==> src/rtl/mac_seq_pkg.sv <==
// Shared types and constants for the MAC sequencer: FSM state encoding and
// the fixed pipeline drain length between the last operand pop and capture.
package mac_seq_pkg;

  typedef enum logic [2:0] {
    IDLE,
    CLEAR,
    RUN,
    DRAIN,
    DONE
  } state_t;

  localparam int DRAIN_CYCLES = 2;

endpackage

==> src/rtl/mac_sequencer.sv <==
// Feeds VEC_LEN operand pairs from two valid/ready streams into an external
// accumulator, then captures the dot product once the accumulator has settled.
module mac_sequencer
  import mac_seq_pkg::*;
#(
  parameter int DATA_WIDTH = 8,
  parameter int VEC_LEN    = 8
) (
  input  logic                    clk,
  input  logic                    rst_n,
  input  logic                    start,
  input  logic                    abort,
  input  logic                    a_valid,
  input  logic [DATA_WIDTH-1:0]   a_data,
  output logic                    a_ready,
  input  logic                    b_valid,
  input  logic [DATA_WIDTH-1:0]   b_data,
  output logic                    b_ready,
  output logic                    mac_en,
  output logic                    mac_clr,
  output logic [DATA_WIDTH-1:0]   mac_ain,
  output logic [DATA_WIDTH-1:0]   mac_bin,
  input  logic [3*DATA_WIDTH-1:0] mac_cout,
  output logic [3*DATA_WIDTH-1:0] result,
  output logic                    result_valid,
  output logic                    busy
);

  localparam int CW  = $clog2(VEC_LEN + 1);
  localparam int DCW = (DRAIN_CYCLES > 1) ? $clog2(DRAIN_CYCLES) : 1;

  localparam logic [CW-1:0]  LEN_C      = CW'(VEC_LEN);
  localparam logic [CW-1:0]  LEN_LAST   = CW'(VEC_LEN - 1);
  localparam logic [DCW-1:0] DRAIN_LAST = DCW'(DRAIN_CYCLES - 1);

  state_t         state;
  logic [CW-1:0]  count;
  logic [DCW-1:0] drain_cnt;
  logic           room;
  logic           fire;

  // Both streams pop together: each ready only depends on the other side's valid.
  assign room    = (state == RUN) && (count < LEN_C);
  assign fire    = room && a_valid && b_valid;
  assign a_ready = room && b_valid;
  assign b_ready = room && a_valid;
  assign busy    = (state != IDLE);

  always_ff @(posedge clk or negedge rst_n) begin
    if (!rst_n) begin
      state        <= IDLE;
      count        <= '0;
      drain_cnt    <= '0;
      mac_en       <= 1'b0;
      mac_clr      <= 1'b0;
      mac_ain      <= '0;
      mac_bin      <= '0;
      result       <= '0;
      result_valid <= 1'b0;
    end else begin
      mac_en       <= 1'b0;
      mac_clr      <= 1'b0;
      result_valid <= 1'b0;
      // Abort clears the accumulator so a cancelled partial sum never leaks out.
      if (state != IDLE && abort) begin
        state   <= IDLE;
        mac_clr <= 1'b1;
      end else begin
        case (state)
          IDLE: begin
            if (start) begin
              state   <= CLEAR;
              mac_clr <= 1'b1;
              count   <= '0;
            end
          end
          CLEAR: begin
            state <= RUN;
          end
          RUN: begin
            if (fire) begin
              mac_ain <= a_data;
              mac_bin <= b_data;
              mac_en  <= 1'b1;
              count   <= count + 1'b1;
              if (count == LEN_LAST) begin
                state     <= DRAIN;
                drain_cnt <= '0;
              end
            end
          end
          DRAIN: begin
            // Wait for the final product to land in the accumulator before capture.
            if (drain_cnt == DRAIN_LAST) begin
              result       <= mac_cout;
              result_valid <= 1'b1;
              state        <= DONE;
            end else begin
              drain_cnt <= drain_cnt + 1'b1;
            end
          end
          DONE: begin
            state <= IDLE;
          end
          default: begin
            state <= IDLE;
          end
        endcase
      end
    end
  end

endmodule

==> config.mk <==
export PLATFORM = sky130hd
export DESIGN_NAME = mac_sequencer
export DESIGN_NICKNAME = d
export VERILOG_FILES = /design/src/rtl/mac_seq_pkg.sv /design/src/rtl/mac_sequencer.sv
export SDC_FILE = /design/constraint.sdc
export NUM_CORES = 1
export LEC_CHECK = 0
export ABC_CLOCK_PERIOD_IN_PS = 1660
export CAP_MARGIN = 40
export CORE_MARGIN = 2
export CORE_UTILIZATION = 42
export DETAILED_ROUTE_END_ITERATION = 7
export GPL_TIMING_DRIVEN = 0
export PLACE_DENSITY_LB_ADDON = 0.2
export SKIP_LAST_GASP = 1
export SYNTH_ARGS = -nofsm -noshare
export SYNTH_HDL_FRONTEND = slang
export SYNTH_SLANG_ARGS = --single-unit
==> constraint.sdc <==
create_clock -name clk -period 1.66 [get_ports clk]
set_input_delay 0.249 -clock clk [delete_from_list [all_inputs] [get_ports clk]]
set_output_delay 0.249 -clock clk [all_outputs]
set_load 0.01 [all_outputs]
Word-level counts from Yosys, hierarchy flattened --
Cells that the tools add are included.
Storage, ports and cells: logic and storage cells 60, bits in writable memories 0, register bits after elaboration 51, bits in read-only memories 0, memories 0, bits of input ports 46, bits in latches 0, output and inout port bits 46
Cells by class: equal/unequal tests 11, $mul 0, multiplexer cells 22, shifts and indexed selects 0, reduce and logical (&&, ||, !) cells 14, order comparisons 1, bitwise gates (word level) 1, $add $sub $neg 2, div/mod/pow operators 0
Operator list (number):
- two-way mux 3 bit | 5
- two-way mux 1 bit | 12
- one-hot mux 3 bit (4 select lines) | 1
- AND reduction 4 bit | 3
- two-way mux 4 bit | 2
- one-hot mux 4 bit (2 select lines) | 1
- equality test 3 x 2 -> 1 bit, second input constant | 2
- inequality test 3 bit, second input constant | 2
- AND reduction 3 bit | 2
- logical AND 1 bit | 5
- adder 4 x 1 -> 4 bit, second input constant | 1
- equality test 4 x 3 -> 1 bit, second input constant | 1
- less-than comparator 4 bit, second input constant | 1
- inequality test 2 bit, second input constant | 2
- nonzero test 2 bit | 2
- equality test 3 x 1 -> 1 bit, second input constant | 1
- logical NOT 3 bit | 1
- inequality test 3 x 1 -> 1 bit, second input constant | 1
- inequality test 3 x 2 -> 1 bit, second input constant | 1
- nonzero test 3 bit | 1
- inequality test 2 x 1 -> 1 bit, second input constant | 1
- one-hot mux 1 bit (2 select lines) | 1
- adder 1 bit, second input constant | 1
- inverter 1 bit | 1

Depth between registers and ports, before layout --
Gate-level depths: netlist of the first run.
depth in word-level cells 7, depth in mapped cells 6, gate-level depth less buffers 4

Least setup slack after synthesis of the first run --
Ideal clock, no wire load.
kind reg2reg, start point register count[3], end point register mac_ain[2], buffers on the path 1, arrival time 1.389 ns, library setup time 0.125 ns, cell stages (with the launch flop) 6, slack 0.146 ns, clock period less this slack 1.514 ns, cells stage by stage dfrtp_1 and4bb_4 nand3_4 inv_6 buf_12 mux2_4
Between the ends: cells in the longest elaborated chain, start to end 5
Ends and longest elaborated chain:
- start: declaration | RTL line mac_sequencer.sv:37 | logic [CW-1:0] count;
- start signal: assignment | RTL line mac_sequencer.sv:85 | count <= count + 1'b1;
- less-than comparator 4 bit | RTL line mac_sequencer.sv:43 | assign room = (state == RUN) && (count < LEN_C);
- logical AND 1 bit | RTL line mac_sequencer.sv:43
- logical AND 1 bit (2 in a row) | RTL line mac_sequencer.sv:44 | assign fire = room && a_valid && b_valid;
- AND reduction 3 bit (no source line)
- end signal: assignment | RTL line mac_sequencer.sv:82 | mac_ain <= a_data;
- end: declaration | RTL line mac_sequencer.sv:21 | output logic [DATA_WIDTH-1:0] mac_ain,
No other way between the ends. A chain may end at the register's enable or synchronous reset.

Worst setup path in the final report of the first run --
start point register state[0], end point output port busy
Between the ends: cells in the longest elaborated chain, start to end 1
Ends and longest elaborated chain:
- start: declaration | RTL line mac_sequencer.sv:36 | state_t state;
- start signal: assignment | RTL line mac_sequencer.sv:51 | state <= IDLE;
- start signal: assignment | RTL line mac_sequencer.sv:66 | state <= IDLE;
- start signal: assignment | RTL line mac_sequencer.sv:72 | state <= CLEAR;
- nonzero test 3 bit | RTL line mac_sequencer.sv:47 | assign busy = (state != IDLE);
- end: declaration | RTL line mac_sequencer.sv:26 | output logic busy
No other way between the ends.

==> results of run 1 <==
stage by stage:
step | area (um^2) | utilization | power (mW) | cells | setup WS, ns
floorplan | 2200 | - | 2.95 | 137 | 0.146
global route | 3380 | 0.666 | 5.28 | 312 | -0.0248
global placement | 3200 | 0.630 | 4.13 | 298 | -1.16
finish | 3380 | 0.666 | 4.98 | 312 | 0.0211
CTS | 3350 | 0.661 | 5.03 | 312 | 0.0116
detailed placement | 3210 | 0.633 | 4.15 | 299 | -0.345
power by group through the flow:
stage               clock (mW)  sequential, mW  combinational [mW]
floorplan                    0            2.23               0.723
global placement             0            2.01                2.12
detailed placement           0            2.01                2.13
CTS                      0.853            1.99                2.19
global route             0.907            2.07                2.31
finish                   0.817            1.99                2.18
how the worst max path moves through the flow:
stage,slack (ns),cells after the start,end,start
2_1_floorplan,0.15,5,mac_ain[2]$_DFFE_PN0P_,count[3]$_DFFE_PN0P_
3_3_place_gp,-1.16,1,result[23]$_DFFE_PN0P_,rst_n
3_5_place_dp,-0.34,6,mac_bin[7]$_DFFE_PN0P_,abort
4_1_cts,0.01,3,busy,state[2]$_DFFE_PN0P_
5_1_grt,-0.02,3,busy,state[0]$_DFFE_PN0P_
6_report,0.02,3,busy,state[0]$_DFFE_PN0P_
area by class of cell:
class	instances	area [um^2]	area share
flip-flops and latches	51	1280	0.378
repair buffers	98	957	0.283
multi-input cells	77	868	0.257
well taps	70	87.6	0.0259
clock buffers	6	72.6	0.0215
plain buffers	6	68.8	0.0204
clock inverters	1	30.0	0.00889
inverters	3	16.3	0.00481
flip-flops by register name, summed over array words and instances, names as in the netlist:
name,count
mac_bin,8
mac_clr,1
state,3
result_valid,1
count,4
result,24
drain_cnt,1
mac_en,1
mac_ain,8
cells in the mapped netlist:
cell type / instances
and4bb_4: 1
nand3b_1: 1
nor2_4: 1
nand2_1: 3
nor2_1: 1
mux2_4: 26
inv_1: 2
nor3b_1: 4
or3_1: 1
o22ai_1: 1
buf_4: 1
nor3_1: 1
a211o_1: 1
o22a_1: 1
buf_6: 2
nor4b_1: 1
a21oi_1: 1
a31oi_1: 4
dfrtp_1: 51
a22o_1: 2
and3_1: 1
nand3_1: 1
nor2_2: 1
ha_1: 1
buf_2: 1
o21ai_0: 2
nor4_1: 1
a21boi_0: 1
clkbuf_1: 1
buf_12: 1
nand3_4: 1
inv_6: 1
mux2_2: 17
nand4_4: 1
routing by layer:
layer  vias to the layer above  GRT usage
met1                       720      0.207
met2                        55      0.254
met4                         0     0.0600
met5                         -          0
met3                         8     0.0592
li1                        702          -
logic make-up (layout without fill, tap and decap cells):
family                   count (synthesis)  count (layout)
AO/OA/AOI/OAI                           13              13
buffers and inverters                    9             114
multiplexers                            43              43
AND/OR/NAND/NOR                         20              20
adder cells (fa/ha/maj)                  1               1
flip-flops                              51              51
timing repair:
action | in CTS | in global routing
gates resized for setup | 17 | 7
endpoints found under the hold margin | 25 | 0
setup endpoints to repair | 11 | 3
pin swaps | 2 | 2
setup buffers | 5 | 0
gates cloned | 0 | 0
hold buffers | 1 | 0
critical path, delay by kind of cell (launching register included):
kind          cells  cell delay, ns
simple gates      1            0.37
flops             1            0.40
buf+inv           2            0.33
==> summary.md, run 1 <==
| Metric | Value |
|---|---|
| Max Fanout on Critical Path | `10` |
| N_diodes | `0` |
| Distinct cell type count after synthesis | `34` |
| Crit Path Category | `register to output port` |
| Met1 wire length | `1.90 mm` |
| Reg2reg setup slack | `0.08 ns` |
| FF-to-FF path depth | `7` |
| Main area contributors after synthesis | `dfrtp_1 (58%), mux2_4 (18%), mux2_2 (8.7%)` |
| Clk_skew | `0.00257 ns` |
| Fin crit share | `0.987` |
| Layout area overhead | `53.8%` |
| Worst r2r dst | `mac_ain[2]$_DFFE_PN0P_` |
| Initial antenna violation count | `0` |
| Slew of the pin with the lowest slew margin | `0.598 ns` |
| Final Net Count | `289` |
| Commonest non-fill, non-tap cells in the layout | `clkdlybuf4s50_1 (86), dfrtp_1 (50), mux2_4 (26)` |
| Met2 Wirelength | `2.05 mm` |
| RSZ-0062 raised after global routing | `yes` |
| Grt total ovfl | `0` |
| Final hold slack | `0.481 ns` |
| CTS tree | `done` |
| Rel. slew slack | `0.601` |
| Fillers | `390` |
| Maximum level of the CTS H-tree | `2` |
| Post-synthesis instance area | `0.00220 mm^2` |
| Worst Path Arrival | `1.39 ns` |
| Total CTS buffers | `5` |
| Fin. max-slew vios | `0` |
| First-pass DRT Iterations | `2` |
| Clock power share | `0.164` |
| Rows | `26` |
| Int Pwr | `3.64 mW` |
| Post-DP HPWL | `3.17 mm` |
| Req. time, crit path | `1.41 ns` |
| Clock Path Buffers | `2` |
| Leak Pwr | `1.56 nW` |
| Hold EP | `state[1]$_DFFE_PN0P_` |
| Routed WL | `4.36 mm` |
| Outcome | `finished clean` |
| Residual DRC | `0` |
| Vias per inst | `4.76` |
| HP Class | `primary input to register` |
| Latest clock arrival within the worst-skew pair | `0.30 ns` |
| Synth Area in Adders | `0.00569` |
| Worst r2r src | `state[0]$_DFFE_PN0P_` |
| Minimum clock period | `1.64 ns` |
| Hold Crit Start | `abort` |
| Mux share of post-synthesis cell area | `0.265` |
| Total negative slack | `0 ns` |
| CP Cell Sequence | `buf_4 > or3_4 > buf_2` |
| Sw power | `1.34 mW` |
| Post-synthesis sequential area ratio | `0.581` |
| GP Congestion | `0.775` |
| DR top layer | `met4` |
| CTS sink cnt | `51` |
| Synth Area in Compound Gates | `0.0404` |
| Routed length on met3 | `328 um` |
| Synth Area in Simple Gates | `0.0740` |
| Gate Count Post-Synth | `137` |
| Buffers on Ports | `91` |
| Net Sw Frac | `0.269` |
| Initial Util | `0.433` |
| Final ANT Viol Nets | `0` |
| Register share of total power | `0.399` |
| Startpoint types | `register` |
| Comb pwr share | `0.437` |
| CP max stage cell | `dfrtp_1` |
| Max Cap Viol | `0` |
| FMAX | `610 MHz` |
| Post-synthesis xor/xnor area fraction | `0` |
| Core footprint | `0.00507 mm^2` |
| Clock Pin Slew Worst Setup and Hold Paths | `0.08 ns` |
| PD cells | `1480 mW/mm^2` |
| Number of global-route vias before repair | `1,555` |
| Final hold violation count | `0` |
| DIE AREA | `0.00583 mm^2` |
| Commonest non-fill, non-tap cell in the layout | `clkdlybuf4s50_1` |
| Gr usage total | `0.162` |
| Hold path cells | `4` |
| Yosys top cell area share | `0.581` |
| Final setup viols | `0` |
| Synth warn | `0` |
| Largest family of logic cells by synthesized area | `multiplexers` |
| Die extent in x | `76.3 um` |
| Register bit total from synthesis | `51` |
| Worst path max stage delay | `0.40 ns` |
| Number of I/O pins | `92` |
| Syn Nets | `184` |
| First-pass GRT wire length | `7.49 mm` |
| Routed vias | `1,485` |
| CTS root buffer | `clkbuf_8` |
| DR WL/cell | `14.0 um` |
| Cell taking the most area after synthesis | `dfrtp_1` |
| Worst Setup End Kind | `output port` |
| DR iter-0 viols | `88` |
| Mean Syn Cell Area | `16.0 um^2` |
| Share of cells above drive strength 1 | `0.314` |
| Largest net degree at the start of global routing | `27` |
| Max VDD drop | `0.698 mV` |
| Die Y | `76.3 um` |
No activity file was read; power rests on OpenSTA's default activity.
==> run 2, diff against run 1 <==
CORE_ASPECT_RATIO = 0.5   (was default)
PLACE_DENSITY = 0.79   (was default)
PLACE_DENSITY_LB_ADDON = default   (was 0.2)
==> run 2 against run 1 <==
Critical endpoint unchanged. Via count rose by 0.74%. Total power rose by 2.5%. Largest cell class unchanged. Sequential power barely moved. Global-route usage rose by 0.33 points. Flip-flop and latch count did not move. Routed wire length rose by 9.4%. Hold slack got worse by 0.11 ns. Fmax rose by 0.56%. Combinational power barely moved. Die area rose by 0.61%.
==> summary.md, run 2 (synthesized netlist as in run 1, its figures left out) <==
| Metric | Value |
|---|---|
| Commonest non-fill, non-tap cell in the layout | `clkdlybuf4s50_1` |
| Total power | `5.11 mW (+2.5%)` |
| Vias per inst | `4.78 (+0.42%)` |
| Post-DP HPWL | `3.44 mm (+8.7%)` |
| Fin util | `0.685 (+0.0191)` |
| CTS root buffer | `clkbuf_8` |
| HP Class | `primary input to asynchronous set/reset pin` |
| Rows | `18 (-31%)` |
| Clock Path Buffers | `2 (unchanged)` |
| Fin crit share | `0.982 (-0.00546)` |
| N_diodes | `0 (unchanged)` |
| Maximum level of the CTS H-tree | `2 (unchanged)` |
| DIE AREA | `0.00586 mm^2 (+0.61%)` |
| Gr usage total | `0.165 (+0.00326)` |
| FMAX | `614 MHz (+0.56%)` |
| GP Congestion | `0.727 (-6.2%)` |
| Routed vias | `1,496 (+0.74%)` |
| First-pass GRT wire length | `7.32 mm (-2.2%)` |
| DR WL/cell | `15.3 um (+9.1%)` |
| Share of cells above drive strength 1 | `0.325 (+0.0111)` |
| Total negative slack | `0 ns (unchanged)` |
| Slew of the pin with the lowest slew margin | `0.512 ns (-0.0855 ns)` |
| Core footprint | `0.00498 mm^2 (-1.9%)` |
| Total CTS buffers | `5 (unchanged)` |
| Worst path max stage delay | `0.46 ns (+0.06 ns)` |
| Commonest non-fill, non-tap cells in the layout | `clkdlybuf4s50_1 (86), dfrtp_1 (49), mux2_4 (26)` |
| Layout area overhead | `55.1%` |
| Worst Path Arrival | `1.38 ns (about the same)` |
| Minimum clock period | `1.63 ns (-0.00906 ns)` |
| Largest registers | `result: 24 flops, mac_ain: 8 flops, mac_bin: 8 flops` |
| RSZ-0062 raised after global routing | `no` |
| Largest net degree at the start of global routing | `39 (+44%)` |
| DR top layer | `met4` |
| Max VDD drop | `0.859 mV (+23%)` |
| Sw power | `1.40 mW (+4.7%)` |
| Die extent in x | `106 um (+39%)` |
| PD cells | `1500 mW/mm^2 (+1.6%)` |
| Int Pwr | `3.70 mW (+1.7%)` |
| Leak Pwr | `1.58 nW (+1.2%)` |
| Met1 wire length | `2.02 mm (+6.2%)` |
| Met2 Wirelength | `2.54 mm (+24%)` |
| Comb pwr share | `0.433 (-0.004)` |
| Final setup viols | `0 (unchanged)` |
| Most frequent cell on the critical path | `buf_6` |
| Final Net Count | `289 (unchanged)` |
| Initial Util | `0.441 (+0.00849)` |
| Startpoint types | `register` |
| Largest Register | `result` |
| Max Cap Viol | `0 (unchanged)` |
| DR iter-0 viols | `30 (-66%)` |
| Die Y | `55.1 um (-28%)` |
| Buffers on Ports | `91 (unchanged)` |
| Clk_skew | `0.00585 ns (+0.00329 ns)` |
| Net Sw Frac | `0.275 (+0.00579)` |
| CTS tree | `done` |
| Grt total ovfl | `0 (unchanged)` |
| Worst Setup End Kind | `output port` |
| Max Fanout on Critical Path | `3 (-7)` |
| CTS sink cnt | `51 (unchanged)` |
| Clock Pin Slew Worst Setup and Hold Paths | `0.09 ns (about the same)` |
| First-pass DRT Iterations | `4 (+2)` |
| Register share of total power | `0.394 (-0.005)` |
| Fin. max-slew vios | `0 (unchanged)` |
| Number of I/O pins | `92 (unchanged)` |
| Rel. slew slack | `0.655 (+0.0534)` |
| Latest clock arrival within the worst-skew pair | `0.30 ns (about the same)` |
| Outcome | `finished clean` |
| Routed WL | `4.77 mm (+9.4%)` |
| CP max stage cell | `dfrtp_2` |
| Final hold violation count | `0 (unchanged)` |
| Residual DRC | `0 (unchanged)` |
| Req. time, crit path | `1.41 ns (about the same)` |
| Crit Path Category | `register to output port` |
| Number of global-route vias before repair | `1,538 (-1.1%)` |
| Max reg flops | `24 (unchanged)` |
| Initial antenna violation count | `0 (unchanged)` |
| Clock power share | `0.173 (+0.009)` |
| CP Cell Sequence | `buf_6 > or3_4 > buf_6` |
| Final ANT Viol Nets | `0 (unchanged)` |
| Routed length on met3 | `165 um (-50%)` |
## run 2: changes by cell type in the layout (fill, tap and decap cells not counted), sizes merged
| cell | before | now |
|---|---|---|
| dlygate4sd2 | 1 | 0 |
| dlymetal6s2s | 0 | 1 |
| clkinv | 0 | 1 |
## run 2: final cells by class
type,count,area (um^2)
Multi-Input combinational cell,77,868
Clock buffer,6,82.6
Buffer,6,72.6
Clock inverter,2,35.0
Fill cell,365,1570
Sequential cell,51,1280
Tap cell,70,87.6
Inverter,3,16.3
Timing Repair Buffer,98,967
## run 2: repair_timing
item                       CTS  global route
gates resized for setup     20             6
hold endpoints to repair    13             0
buffers inserted             5             0
pin swaps                    2             1
hold buffers                 1             0
setup endpoints to repair   11            11
## run 2: power groups by stage
stage               logic (mW)  clock network (mW)  registers (mW)
floorplan                0.723                   0            2.23
global placement          2.12                   0            2.01
detailed placement        2.16                   0            2.03
CTS                       2.22               0.904            2.01
global route              2.34               0.955            2.08
finish                    2.21               0.882            2.01
## run 2: through the flow
stage / instances / cell area [um^2] / hold WS (ns) / worst slack, ns
6_report: 313 / 3410 / 0.368 / 0.0302
5_1_grt: 313 / 3410 / 0.381 / 0.000255
4_1_cts: 313 / 3380 / 0.372 / 0.00678
3_5_place_dp: 299 / 3210 / 0.169 / -0.363
3_3_place_gp: 298 / 3200 / 0.489 / -1.09
2_1_floorplan: 137 / 2200 / -0.0466 / 0.146
## run 2: path summary, 6_finish.rpt
| path | startpoint | to | slack (ns) | cells past startpoint |
|---|---|---|---|---|
| min in group clk | abort | state[1]$_DFFE_PN0P_ | 0.38 | 4 |
| min reg2reg | result[14]$_DFFE_PN0P_ | result[14]$_DFFE_PN0P_ | 0.51 | 1 |
| max reg2reg | count[3]$_DFFE_PN0P_ | mac_bin[4]$_DFFE_PN0P_ | 0.07 | 5 |
| max | state[0]$_DFFE_PN0P_ | busy | 0.03 | 3 |
| min | rst_n | result[8]$_DFFE_PN0P_ | 0.37 | 2 |
| max in group asynchronous | rst_n | state[1]$_DFFE_PN0P_ | 0.78 | 3 |
## run 2: worst max-delay path, delay by kind of cell (launching register included)
family,cells,cell delay (ns)
buffers and inverters,2,0.26
DFF,1,0.46
and+or+nand+nor,1,0.37
## run 2: per-layer routing
layer | GRT usage | vias to the layer above
met1 | 0.196 | 746
met2 | 0.302 | 44
met4 | 0.0636 | 0
li1 | - | 699
met3 | 0.0422 | 7
met5 | 0 | -
